`src/rtl/en_pulse_gen.sv`:
```
// Periodic / one-shot enable strobe generator with a configuration handshake.
// Define EN_PULSE_GEN_BURST_EN to end periodic runs after burst_len strobes.
module en_pulse_gen #(
  parameter int CNT_W   = 16,
  parameter int BURST_W = 8
) (
  input  logic               clk,
  input  logic               rst,
  input  logic [CNT_W-1:0]   period_val,
  input  logic [BURST_W-1:0] burst_len,
  input  logic               mode,
  input  logic               cfg_valid,
  output logic               cfg_ready,
  input  logic               start,
  input  logic               stop,
  output logic               en_out,
  output logic               busy,
  output logic               done
);

  typedef enum logic [1:0] {
    IDLE = 2'd0,
    RUN  = 2'd1,
    DONE = 2'd2
  } state_t;

  state_t             state_q, state_d;
  logic [CNT_W-1:0]   cnt_q, cnt_d;
  logic [CNT_W-1:0]   period_q;
  logic               mode_q;
  logic [BURST_W-1:0] burst_q;
  logic               cfg_hs;
  logic [CNT_W-1:0]   start_period;

  // A zero period behaves as a period of one, so the reload value saturates at 0.
  function automatic logic [CNT_W-1:0] reload_val(input logic [CNT_W-1:0] p);
    if (p == '0) reload_val = '0;
    else         reload_val = p - CNT_W'(1);
  endfunction

  assign cfg_ready    = (state_q == IDLE);
  assign busy         = (state_q != IDLE);
  assign cfg_hs       = cfg_valid & cfg_ready;
  // A configuration accepted in the same cycle as start takes effect for that run.
  assign start_period = cfg_hs ? period_val : period_q;

  always_ff @(posedge clk) begin
    if (rst) begin
      period_q <= CNT_W'(1);
      mode_q   <= 1'b0;
      burst_q  <= '0;
    end else if (cfg_hs) begin
      period_q <= period_val;
      mode_q   <= mode;
      burst_q  <= burst_len;
    end
  end

`ifdef EN_PULSE_GEN_BURST_EN
  logic [BURST_W-1:0] bcnt_q, bcnt_d;
  logic               burst_last;

  // Strobe about to be issued is the final one of a limited burst.
  assign burst_last = (burst_q != '0) && (bcnt_q == (burst_q - BURST_W'(1)));

  always_ff @(posedge clk) begin
    if (rst) bcnt_q <= '0;
    else     bcnt_q <= bcnt_d;
  end
`else
  logic unused_burst;
  assign unused_burst = ^burst_q;
`endif

  always_ff @(posedge clk) begin
    if (rst) begin
      state_q <= IDLE;
      cnt_q   <= '0;
    end else begin
      state_q <= state_d;
      cnt_q   <= cnt_d;
    end
  end

  always_comb begin
    state_d = state_q;
    cnt_d   = cnt_q;
    en_out  = 1'b0;
    done    = 1'b0;
`ifdef EN_PULSE_GEN_BURST_EN
    bcnt_d  = bcnt_q;
`endif
    case (state_q)
      IDLE: begin
        if (start && !stop) begin
          state_d = RUN;
          cnt_d   = reload_val(start_period);
`ifdef EN_PULSE_GEN_BURST_EN
          bcnt_d  = '0;
`endif
        end
      end
      RUN: begin
        en_out = (cnt_q == '0);
        if (stop) begin
          state_d = IDLE;
        end else if (en_out) begin
          if (mode_q) begin
            state_d = DONE;
          end else begin
            cnt_d = reload_val(period_q);
`ifdef EN_PULSE_GEN_BURST_EN
            if (burst_last) state_d = DONE;
            bcnt_d = bcnt_q + BURST_W'(1);
`endif
          end
        end else begin
          // cnt_q is nonzero here, so the decrement never wraps.
          cnt_d = cnt_q - CNT_W'(1);
        end
      end
      DONE: begin
        done    = 1'b1;
        state_d = IDLE;
      end
      default: begin
        state_d = IDLE;
      end
    endcase
  end

endmodule

```
`config.mk`:
```
export PLATFORM = sky130hd
export DESIGN_NAME = en_pulse_gen
export DESIGN_NICKNAME = d
export VERILOG_FILES = /design/src/rtl/en_pulse_gen.sv
export SDC_FILE = /design/constraint.sdc
export NUM_CORES = 1
export LEC_CHECK = 0
export CORE_MARGIN = 2
export CORE_UTILIZATION = 55
export DETAILED_ROUTE_END_ITERATION = 8
export GPL_TIMING_DRIVEN = 0
export PLACE_DENSITY = 0.79
export SKIP_LAST_GASP = 1
export SYNTH_ARGS = -nofsm -noshare
export SYNTH_HDL_FRONTEND = slang
export SYNTH_SLANG_ARGS = --single-unit
```
`constraint.sdc`:
```
create_clock -name clk -period 3.55 [get_ports clk]
set_input_delay 0.355 -clock clk [delete_from_list [all_inputs] [get_ports clk]]
set_output_delay 0.355 -clock clk [all_outputs]
set_load 0.05 [all_outputs]
```
==> flow_metrics.env <==
export IMPL_nNetsFinal=435
export IMPL_synth_mux_area_share_pct=6.085
export IMPL_clkTransAtPathRegs_ps=70
export IMPL_coreArea_um2=5042
export IMPL_io_pins=34
export IMPL_critPathMaxFanout=10
export IMPL_yosys_top_cells_count="nor2_1, dfxtp_1, nand2_1"
export IMPL_grt_pass1_wl_mm=12.48
export IMPL_path_class="in -> reg"
export IMPL_crit_path_top_delay_cell="clkdlybuf4s50_1"
export IMPL_root_buffer="clkbuf_8"
export IMPL_ys_flop_type="dfxtp_1"
export IMPL_power_share_clock_pct=25.0
export IMPL_critPathRequiredTime_ps=3750
export IMPL_status="completed"
export IMPL_ctsLongestPathBuffers=2
export IMPL_grt_pass1_vias=2489
export IMPL_synth_edf_count=0
export IMPL_drv_cap=0
export IMPL_pwr_share_seq_pct=39.4
export IMPL_slew_viol_final=0
export IMPL_cts_buffers_inserted=5
export IMPL_dieArea_um2=5750
export IMPL_end_kind="register"
export IMPL_routed_wl_mm=7.764
export IMPL_synth_fa_ha_area_share_pct=2.205
export IMPL_globalplace_congestion=0.9609
export IMPL_finalSetupViolations=0
export IMPL_ys_types=54
export IMPL_yosysTopAreaCell="dfxtp_1"
export IMPL_synth_seq_area_share_pct=24.69
export IMPL_netlist_area_um2=2838
export IMPL_ir_drop_mv=0.1815
export IMPL_synth_compound_area_share_pct=18.34
export IMPL_drtIter0Drc=238
export IMPL_routed_via_density=6.011
export IMPL_first_pass_iters=5
export IMPL_layout_drive_gt1_share_pct=8.728
export IMPL_internal_power_mw=0.7290
export IMPL_rsz0062_at_grt="false"
export IMPL_vias=2831
export IMPL_synth_yosys_warnings=0
export IMPL_synthArstFlopShare_pct=0
export IMPL_drc_errors=0
export IMPL_setup_worst_path_start="cfg_valid"
export IMPL_detail_route_antenna_nets=0
export IMPL_place_area_um2=3166
export IMPL_synthSimpleGateAreaFrac_pct=32.14
export IMPL_synthCells=369
export IMPL_min_path_type="in -> reg"
export IMPL_hpwl_mm=6.134
export IMPL_max_slew_margin_pct=55.17
export IMPL_synth_seq_cells=35
export IMPL_cts_tree="done"
export IMPL_hold_buffers=0
export IMPL_total_power_mw=1.152
export IMPL_r2r_start="state_q[0]"
export IMPL_synth_top_family_by_area="simple AND/OR/NAND/NOR gates"
export IMPL_grt_max_degree=12
export IMPL_avgSynthCellArea_um2=7.690
export IMPL_grt_use_total_pct=28.68
export IMPL_syn_num_nets=404
export IMPL_cp_arrival_ps=3540
export IMPL_die_width_um=75.83
export IMPL_cts_sink_count=35
export IMPL_overflow=0
export IMPL_max_freq_mhz=299.4
export IMPL_hold_viol=0
export IMPL_num_rows=26
export IMPL_comb_power_share_pct=35.6
export IMPL_min_from="rst"
export IMPL_synth_area_leaders="dfxtp_1, nor2_1, xnor2_1"
export IMPL_antenna_found_initial=0
export IMPL_die_h_um=75.83
export IMPL_ff2ff_setup_slack_ps=320
export IMPL_fin_crit_ps=3340
export IMPL_numPortBuffers=24
export IMPL_syn2layout_area_growth_pct=14.95
export IMPL_tightest_slew_ps=667.3
export IMPL_switching_share_pct=36.70
export IMPL_synth_most_common_cell="nor2_1"
export IMPL_htreeDepth=2
export IMPL_synth_xor_area_share_pct=10.80
export IMPL_path_cells="clkdlybuf4s50_1 -> nor3b_4 -> buf_4 -> buf_2 -> clkbuf_2 -> nor2_1 -> a21oi_1 -> ha_1 -> inv_1 -> or3_1 -> xnor2_1 -> o211ai_1 -> a311oi_1"
export IMPL_p_per_area_nw_per_um2=353.1
export IMPL_hold_slack_ps=526.1
export IMPL_design_area_um2=3262
export IMPL_max_stage_delay_ps=490
export IMPL_wl_per_cell_um=16.48
export IMPL_synth_top_area_share_pct=24.69
export IMPL_p_leak_nw=1.199
export IMPL_fin_crit_sh_pct=94.09
export IMPL_start_util_pct=56.28
export IMPL_finalClockSkew_ps=4.233
export IMPL_start_kind="input port"
export IMPL_worstSkewPairLatency_ps=290
export IMPL_n_antenna_cell=0
export IMPL_p_sw_mw=0.4227
layout by cell type, fill, tap and decap left out, types with 3 or more instances in the layout:
master,Yosys,routed
nor2_1,55,55
dfxtp_1,35,35
nand2_1,31,31
clkdlybuf4s50_1,0,24
nor3_1,23,23
xnor2_1,21,21
mux2i_1,15,15
a21oi_1,14,14
xor2_1,14,14
o21ai_0,13,13
clkbuf_1,14,12
nand3_1,11,11
a311oi_1,10,10
nor4_1,8,8
nand4_1,8,8
inv_1,7,7
o211ai_1,7,7
a211oi_1,6,6
nor2b_1,5,5
ha_1,5,5
clkbuf_8,0,5
buf_6,4,4
buf_2,4,4
and2_1,4,4
nand3b_1,4,4
or3_1,4,4
nand2b_1,4,4
buf_4,2,3
a221oi_1,3,3
a22oi_1,3,3
clkinv_2,0,3
worst paths after layout:
check,end,depth (start not counted)
setup / recovery,cnt_q[4],13
hold / removal,period_q[0],2
setup reg to reg,cnt_q[4],13
hold reg to reg,cnt_q[1],2
per-layer routing:
layer  part of all wire [%]  routed length (um)  track usage [%]
met2                     47                3615            45.59
met3                    5.5                 427            4.762
met5                      0                   0                0
met4                    2.8                 221            10.92
met1                     45                3499            38.86
area by class of cell:
| class | count | area, um^2 |
|---|---|---|
| clock buffer | 5 | 68.82 |
| multi-input combinational | 302 | 1982 |
| tap | 70 | 87.58 |
| buffer | 24 | 133.9 |
| clock inverter | 3 | 15.01 |
| fill | 434 | 1780 |
| timing repair buffer | 25 | 247.7 |
| inverter | 7 | 26.28 |
| sequential | 35 | 700.7 |
cells by family after synthesis:
kind of cell | count (synthesis)
adders and majority gates | 5
buffers and inverters | 32
muxes | 17
and+or+nand+nor | 175
AOI/OAI and AO/OA | 70
xor gates and xnor gates | 35
DFF | 35
stage by stage:
stage | utilization, % | setup WS (ps) | std cells | TNS [ps]
6_report | 64.69 | 209.8 | 471 | 0
5_1_grt | 64.69 | 72.39 | 471 | 0
4_1_cts | 64.76 | 152.9 | 472 | 0
3_5_place_dp | 62.78 | -638.0 | 463 | -6694
3_3_place_gp | 62.78 | -681.1 | 463 | -7075
2_1_floorplan | - | 461.4 | 369 | 0
power by group through the flow:
| stage | clock, mW | sequential, mW | combinational, mW |
|---|---|---|---|
| 2_1_floorplan | 0 | 0.453 | 0.295 |
| 3_3_place_gp | 0 | 0.460 | 0.395 |
| 3_5_place_dp | 0 | 0.462 | 0.399 |
| 4_1_cts | 0.291 | 0.453 | 0.404 |
| 5_1_grt | 0.308 | 0.457 | 0.448 |
| 6_report | 0.288 | 0.454 | 0.410 |
state kept, by name, indices dropped and copies added (netlist names):
name / count
cnt_q: 16
period_q: 16
state_q: 2
mode_q: 1
timing repair:
action                     CTS  global route
gates resized for setup      3             0
setup endpoints to repair   13             3
pin swaps                    0             0
buffers inserted             1             0
worst max-delay path: cells and delay by family:
family | cells | cell delay [ps]
AND/OR/NAND/NOR | 3 | 630
buffers and inverters | 5 | 1410
XOR/XNOR | 1 | 180
adder cells (fa/ha/maj) | 1 | 390
AO/OA/AOI/OAI | 3 | 570
No activity file was read; power rests on OpenSTA's default activity.
